[src/rtl/mips_lsu.sv]
// Load/store unit between the MIPS datapath and a word-addressed data memory.
// Sub-word stores are done as read-modify-write; responses carry extended load data or an error.
module mips_lsu #(
    parameter logic [31:0] DATA_START = 32'h10000000,
    parameter logic [31:0] DATA_BYTES = 32'h00100000
) (
    input  logic        clk,
    input  logic        reset,
    input  logic        req_valid,
    output logic        req_ready,
    input  logic [2:0]  req_op,
    input  logic [31:0] req_addr,
    input  logic [31:0] req_wdata,
    output logic        resp_valid,
    input  logic        resp_ready,
    output logic [31:0] resp_rdata,
    output logic        resp_err,
    output logic [31:0] mem_addr,
    output logic [31:0] mem_wdata,
    input  logic [31:0] mem_rdata,
    output logic        mem_read,
    output logic        mem_write
);

    typedef enum logic [1:0] {IDLE, ACCESS, WRITE, RESP} state_t;
    typedef enum logic [2:0] {OP_LB, OP_LBU, OP_LH, OP_LHU, OP_LW, OP_SB, OP_SH, OP_SW} op_t;

    state_t      state, state_nx;
    op_t         op_q;
    logic [31:0] addr_q, wdata_q, rdata_q, merged_q;
    logic        err_q;

    logic        misaligned, out_of_range, req_err, is_load;
    logic [32:0] seg_end;
    logic [7:0]  lane_b;
    logic [15:0] lane_h;
    logic [31:0] load_data, merged_word;

    // Range end is computed one bit wider so a segment touching 2^32 cannot wrap.
    assign seg_end      = {1'b0, DATA_START} + {1'b0, DATA_BYTES};
    assign out_of_range = (req_addr < DATA_START) || ({1'b0, req_addr} >= seg_end);
    assign req_err      = misaligned || out_of_range;
    assign is_load      = op_q inside {OP_LB, OP_LBU, OP_LH, OP_LHU, OP_LW};

    always_comb begin
        misaligned = 1'b0;
        case (op_t'(req_op))
            OP_LH, OP_LHU, OP_SH: misaligned = req_addr[0];
            OP_LW, OP_SW:         misaligned = |req_addr[1:0];
            default:              misaligned = 1'b0;
        endcase
    end

    always_comb begin
        lane_b      = mem_rdata[{addr_q[1:0], 3'b000} +: 8];
        lane_h      = mem_rdata[{addr_q[1], 4'b0000} +: 16];
        load_data   = '0;
        merged_word = mem_rdata;
        case (op_q)
            OP_LB:   load_data = {{24{lane_b[7]}}, lane_b};
            OP_LBU:  load_data = {24'b0, lane_b};
            OP_LH:   load_data = {{16{lane_h[15]}}, lane_h};
            OP_LHU:  load_data = {16'b0, lane_h};
            OP_LW:   load_data = mem_rdata;
            OP_SB:   merged_word[{addr_q[1:0], 3'b000} +: 8] = wdata_q[7:0];
            OP_SH:   merged_word[{addr_q[1], 4'b0000} +: 16] = wdata_q[15:0];
            default: load_data = '0;
        endcase
    end

    always_ff @(posedge clk) begin
        if (reset) begin
            state    <= IDLE;
            op_q     <= OP_LB;
            addr_q   <= '0;
            wdata_q  <= '0;
            rdata_q  <= '0;
            merged_q <= '0;
            err_q    <= 1'b0;
        end else begin
            state <= state_nx;
            case (state)
                IDLE: begin
                    if (req_valid && req_ready) begin
                        op_q    <= op_t'(req_op);
                        addr_q  <= req_addr;
                        wdata_q <= req_wdata;
                        err_q   <= req_err;
                        rdata_q <= '0;
                    end
                end
                ACCESS: begin
                    if (is_load) rdata_q <= load_data;
                    merged_q <= merged_word;
                end
                default: ;
            endcase
        end
    end

    always_comb begin
        state_nx   = state;
        req_ready  = 1'b0;
        resp_valid = 1'b0;
        resp_rdata = '0;
        resp_err   = 1'b0;
        mem_addr   = '0;
        mem_wdata  = '0;
        mem_read   = 1'b0;
        mem_write  = 1'b0;
        case (state)
            IDLE: begin
                req_ready = 1'b1;
                if (req_valid) state_nx = req_err ? RESP : ACCESS;
            end
            ACCESS: begin
                mem_addr = {addr_q[31:2], 2'b00};
                if (op_q == OP_SW) begin
                    mem_write = 1'b1;
                    mem_wdata = wdata_q;
                    state_nx  = RESP;
                end else begin
                    mem_read = 1'b1;
                    state_nx = is_load ? RESP : WRITE;
                end
            end
            WRITE: begin
                mem_addr  = {addr_q[31:2], 2'b00};
                mem_write = 1'b1;
                mem_wdata = merged_q;
                state_nx  = RESP;
            end
            RESP: begin
                resp_valid = 1'b1;
                resp_rdata = rdata_q;
                resp_err   = err_q;
                if (resp_ready) state_nx = IDLE;
            end
            default: state_nx = IDLE;
        endcase
        // Gating here keeps an in-flight write from landing on the reset edge.
        if (reset) begin
            state_nx   = IDLE;
            req_ready  = 1'b0;
            resp_valid = 1'b0;
            resp_rdata = '0;
            resp_err   = 1'b0;
            mem_addr   = '0;
            mem_wdata  = '0;
            mem_read   = 1'b0;
            mem_write  = 1'b0;
        end
    end

endmodule
[config.mk]
export PLATFORM = sky130hd
export DESIGN_NAME = mips_lsu
export DESIGN_NICKNAME = d
export VERILOG_FILES = /design/src/rtl/mips_lsu.sv
export SDC_FILE = /design/constraint.sdc
export NUM_CORES = 1
export LEC_CHECK = 0
export CORE_MARGIN = 3
export CORE_UTILIZATION = 50
export CTS_CLUSTER_SIZE = 40
export DETAILED_ROUTE_END_ITERATION = 8
export GPL_TIMING_DRIVEN = 0
export PLACE_DENSITY_LB_ADDON = 0.08
export SLEW_MARGIN = 20
export SYNTH_ARGS = -nofsm -noshare
export SYNTH_HDL_FRONTEND = slang
export SYNTH_SLANG_ARGS = --single-unit
[constraint.sdc]
create_clock -name clk -period 7.7 [get_ports clk]
set_clock_uncertainty 0.15 [all_clocks]
set_input_delay 1.155 -clock clk [delete_from_list [all_inputs] [get_ports clk]]
set_output_delay 1.155 -clock clk [all_outputs]
set_load 0.03 [all_outputs]
==> metrics.cfg <==
[outcome]
status=complete, no violations

[critical_path]
max_stage_delay_ns=0.63
cpMaxStageDelayCell=clkdlybuf4s50_1
crit_path_cell_trace=clkdlybuf4s50_1 -> clkbuf_1 -> nand2b_1 -> buf_2 -> clkbuf_1 -> nor2_1 -> clkdlybuf4s50_1
crit_type=in2out
crit_fanout=10
startpoint_type=input port
worst_ep_arrival_time_ns=3.76
cp-end-kind=primary output
crit_family=buffers and inverters
regToRegSetupSlack_ns=4.60
critPathBufInv=5
critPathRequiredTime_ns=6.39

[cts]
cts_tree=yes
clk_path_buf_depth=2
cts_sinks=134
clk_root_buffer_cell=clkbuf_16
cts.clk_slew.worst_paths_ns=0.05
cts_setup_buffers=0
insertion_delay_ns=0.43
cts_max_level=4
cts_resized=0
postCtsHoldBufs=0
cts_buffers=17

[layout]
syn2layout_area_growth_pct=42.04
nFillCells=1097
nNetsFinal=1165
drive_above_1_share_pct=7.129
seqCellArea_mm2=0.002683
final_cell_area_mm2=0.009744
antenna_cells=0
multiInputGateArea_mm2=0.003829
finish.utilization_pct=73.00

[sta]
setup_violations=0
min_period_over_period_pct=65.75
post-route-min-period_ns=5.063
worst_slew_pin_slew_ns=0.6890
fin_ws_ns=2.637
tns_ns=0
fmax_mhz=197.5
grt_setup_unrepaired=false
final-hold-violation-count=0
max-slew-margin-rel_pct=53.94
final-max-slew-violation-count=0

[power_and_ir_drop]
seqPwrFrac_pct=35.3
total_power_uw=2764
p_comb_share_pct=32.7
p_int_uw=1794
ir_drop_mv=0.1632
p_sw_share_pct=35.09
leakagePower_uw=0.003862
p_switching_uw=969.9
pwr-share-clk_pct=32.0
pwr_density_cell_mw_per_mm2=283.7

[detailed_routing]
wl_per_cell_um=17.95
ant_nets=0
via_count=7081
viasPerCell=5.701
first_pass_iters=5
drc=0
drtIter0Drc=749
wirelength_mm=22.29

[synth]
synth_top_family_by_area=simple AND/OR/NAND/NOR gates
synth-simple-area-share_pct=31.31
synthTopCellsByCount=nand2_1 (180), dfxtp_1 (134), and2_1 (72), nand3b_1 (65), nor2_1 (63)
yosysTopAreaCellShare_pct=39.10
synthMuxAreaShare_pct=1.824
synth-seq-area-share_pct=39.10
synth.cell_area_mm2=0.006860
synth_cells=832
synth.largest_area_cell=dfxtp_1
synth_xor_area_share_pct=0.2553
ys_seq_elements=134
synthTopCellsByArea=dfxtp_1 (39%), nand2_1 (9.8%), nand3b_1 (7.1%)
synth-adder-area-share_pct=1.641
synth-compound-area-share_pct=20.66
yosysWarnings=0
synth_flop_cell=dfxtp_1
ys_types=59
yosysMostFrequentCell=nand2_1
syn_area_per_cell_um2=8.246
synthArstFlopShare_pct=0
synth_edf_count=0

[global_route]
grt_pass1_vias=6741
grt.total_usage_pct=29.22
grt-ovfl-total=0
grt_pass1_wl_mm=34.51
antenna_found_initial=0
grt_max_degree=17

[die]
core_area_mm2=0.01335
rows=42
initial_utilization_pct=51.40
die_w_um=123.1
die_area_mm2=0.01516
fp.dieH_um=123.1
io_pins=204

[placement]
dp_slack_ns=2.753
place_area_mm2=0.009096
dp_hpwl_mm=16.57
place.gp.congestion=0.9505
io_buffers=201

[flow_run]
max-cap-violations=0

[hold_path]
min_path_type=reg2reg

==> metrics by stage <==
step | hold slack [ns] | cells
after floorplan | 0.2667 | 833
after global placement | 0.2822 | 1210
after detailed placement | 0.2856 | 1210
after CTS | 0.2986 | 1242
after global routing | 0.3316 | 1242
final | 0.2979 | 1242
==> layout make-up <==
cell class | count | share of cell area, %
Multi-Input combinational cell | 619 | 39.29
Clock buffer | 20 | 4.584
Clock inverter | 12 | 2.067
Sequential cell | 134 | 27.53
Tap cell | 176 | 2.260
Buffer | 70 | 3.236
Timing Repair Buffer | 201 | 20.65
Inverter | 10 | 0.3852
==> worst min-delay path: cells and delay by family, from the launching register on <==
kind | cells | cell delay, ns
flip-flops | 1 | 0.32
AND/OR/NAND/NOR | 1 | 0.04
AO/OA/AOI/OAI | 1 | 0.05
==> power by group through the flow <==
stage | combinational [uW] | clock, uW | sequential, uW
3_3_place_gp | 874 | 0 | 977
5_1_grt | 988 | 922 | 991
6_report | 904 | 886 | 975
2_1_floorplan | 607 | 0 | 938
4_1_cts | 892 | 889 | 968
3_5_place_dp | 883 | 0 | 981
==> cell families after synthesis <==
logic type	count (synthesis)
buffers and inverters	80
DFF	134
other	1
and+or+nand+nor	418
muxes	10
xor gates and xnor gates	2
AOI/OAI and AO/OA	178
adders and majority gates	9
==> registers in the layout (all words and copies together) (netlist names) <==
signal    flops
addr_q       32
err_q         1
merged_q     32
op_q          3
rdata_q      32
state         2
wdata_q      32
==> per-layer routing <==
layer	GRT usage, %	vias up	wire, um
met3	7.091	62	1995
met1	38.83	3283	9633
met5	0	-	0
met4	13.08	0	749
li1	-	3388	-
met2	45.09	348	9909
==> path summary, 6_finish.rpt <==
| kind | to | from | cells after the start |
|---|---|---|---|
| min | rdata_q[13] | rdata_q[13] | 2 |
| max reg2reg | merged_q[11] | addr_q[1] | 10 |
| max | mem_wdata[7] | reset | 7 |
| min reg2reg | rdata_q[13] | rdata_q[13] | 2 |
==> layout by cell type (no fill, tap or decap), drive strengths merged, types with 7 or more instances in the layout <==
| master | synthesis | final |
|---|---|---|
| clkdlybuf4s50 | 0 | 201 |
| nand2 | 180 | 180 |
| dfxtp | 134 | 134 |
| and2 | 72 | 72 |
| nand3b | 65 | 65 |
| nor2 | 64 | 64 |
| clkbuf | 43 | 63 |
| a22oi | 48 | 48 |
| buf | 27 | 27 |
| a221o | 24 | 24 |
| o21ai | 20 | 20 |
| a311oi | 17 | 17 |
| a221oi | 16 | 16 |
| nor2b | 11 | 11 |
| inv | 9 | 9 |
| ha | 9 | 9 |
| a211oi | 9 | 9 |
| a22o | 8 | 8 |
| a21o | 7 | 7 |
| mux2 | 7 | 7 |
| a32oi | 7 | 7 |
| a21oi | 7 | 7 |
(Power assumes the default switching activity.)
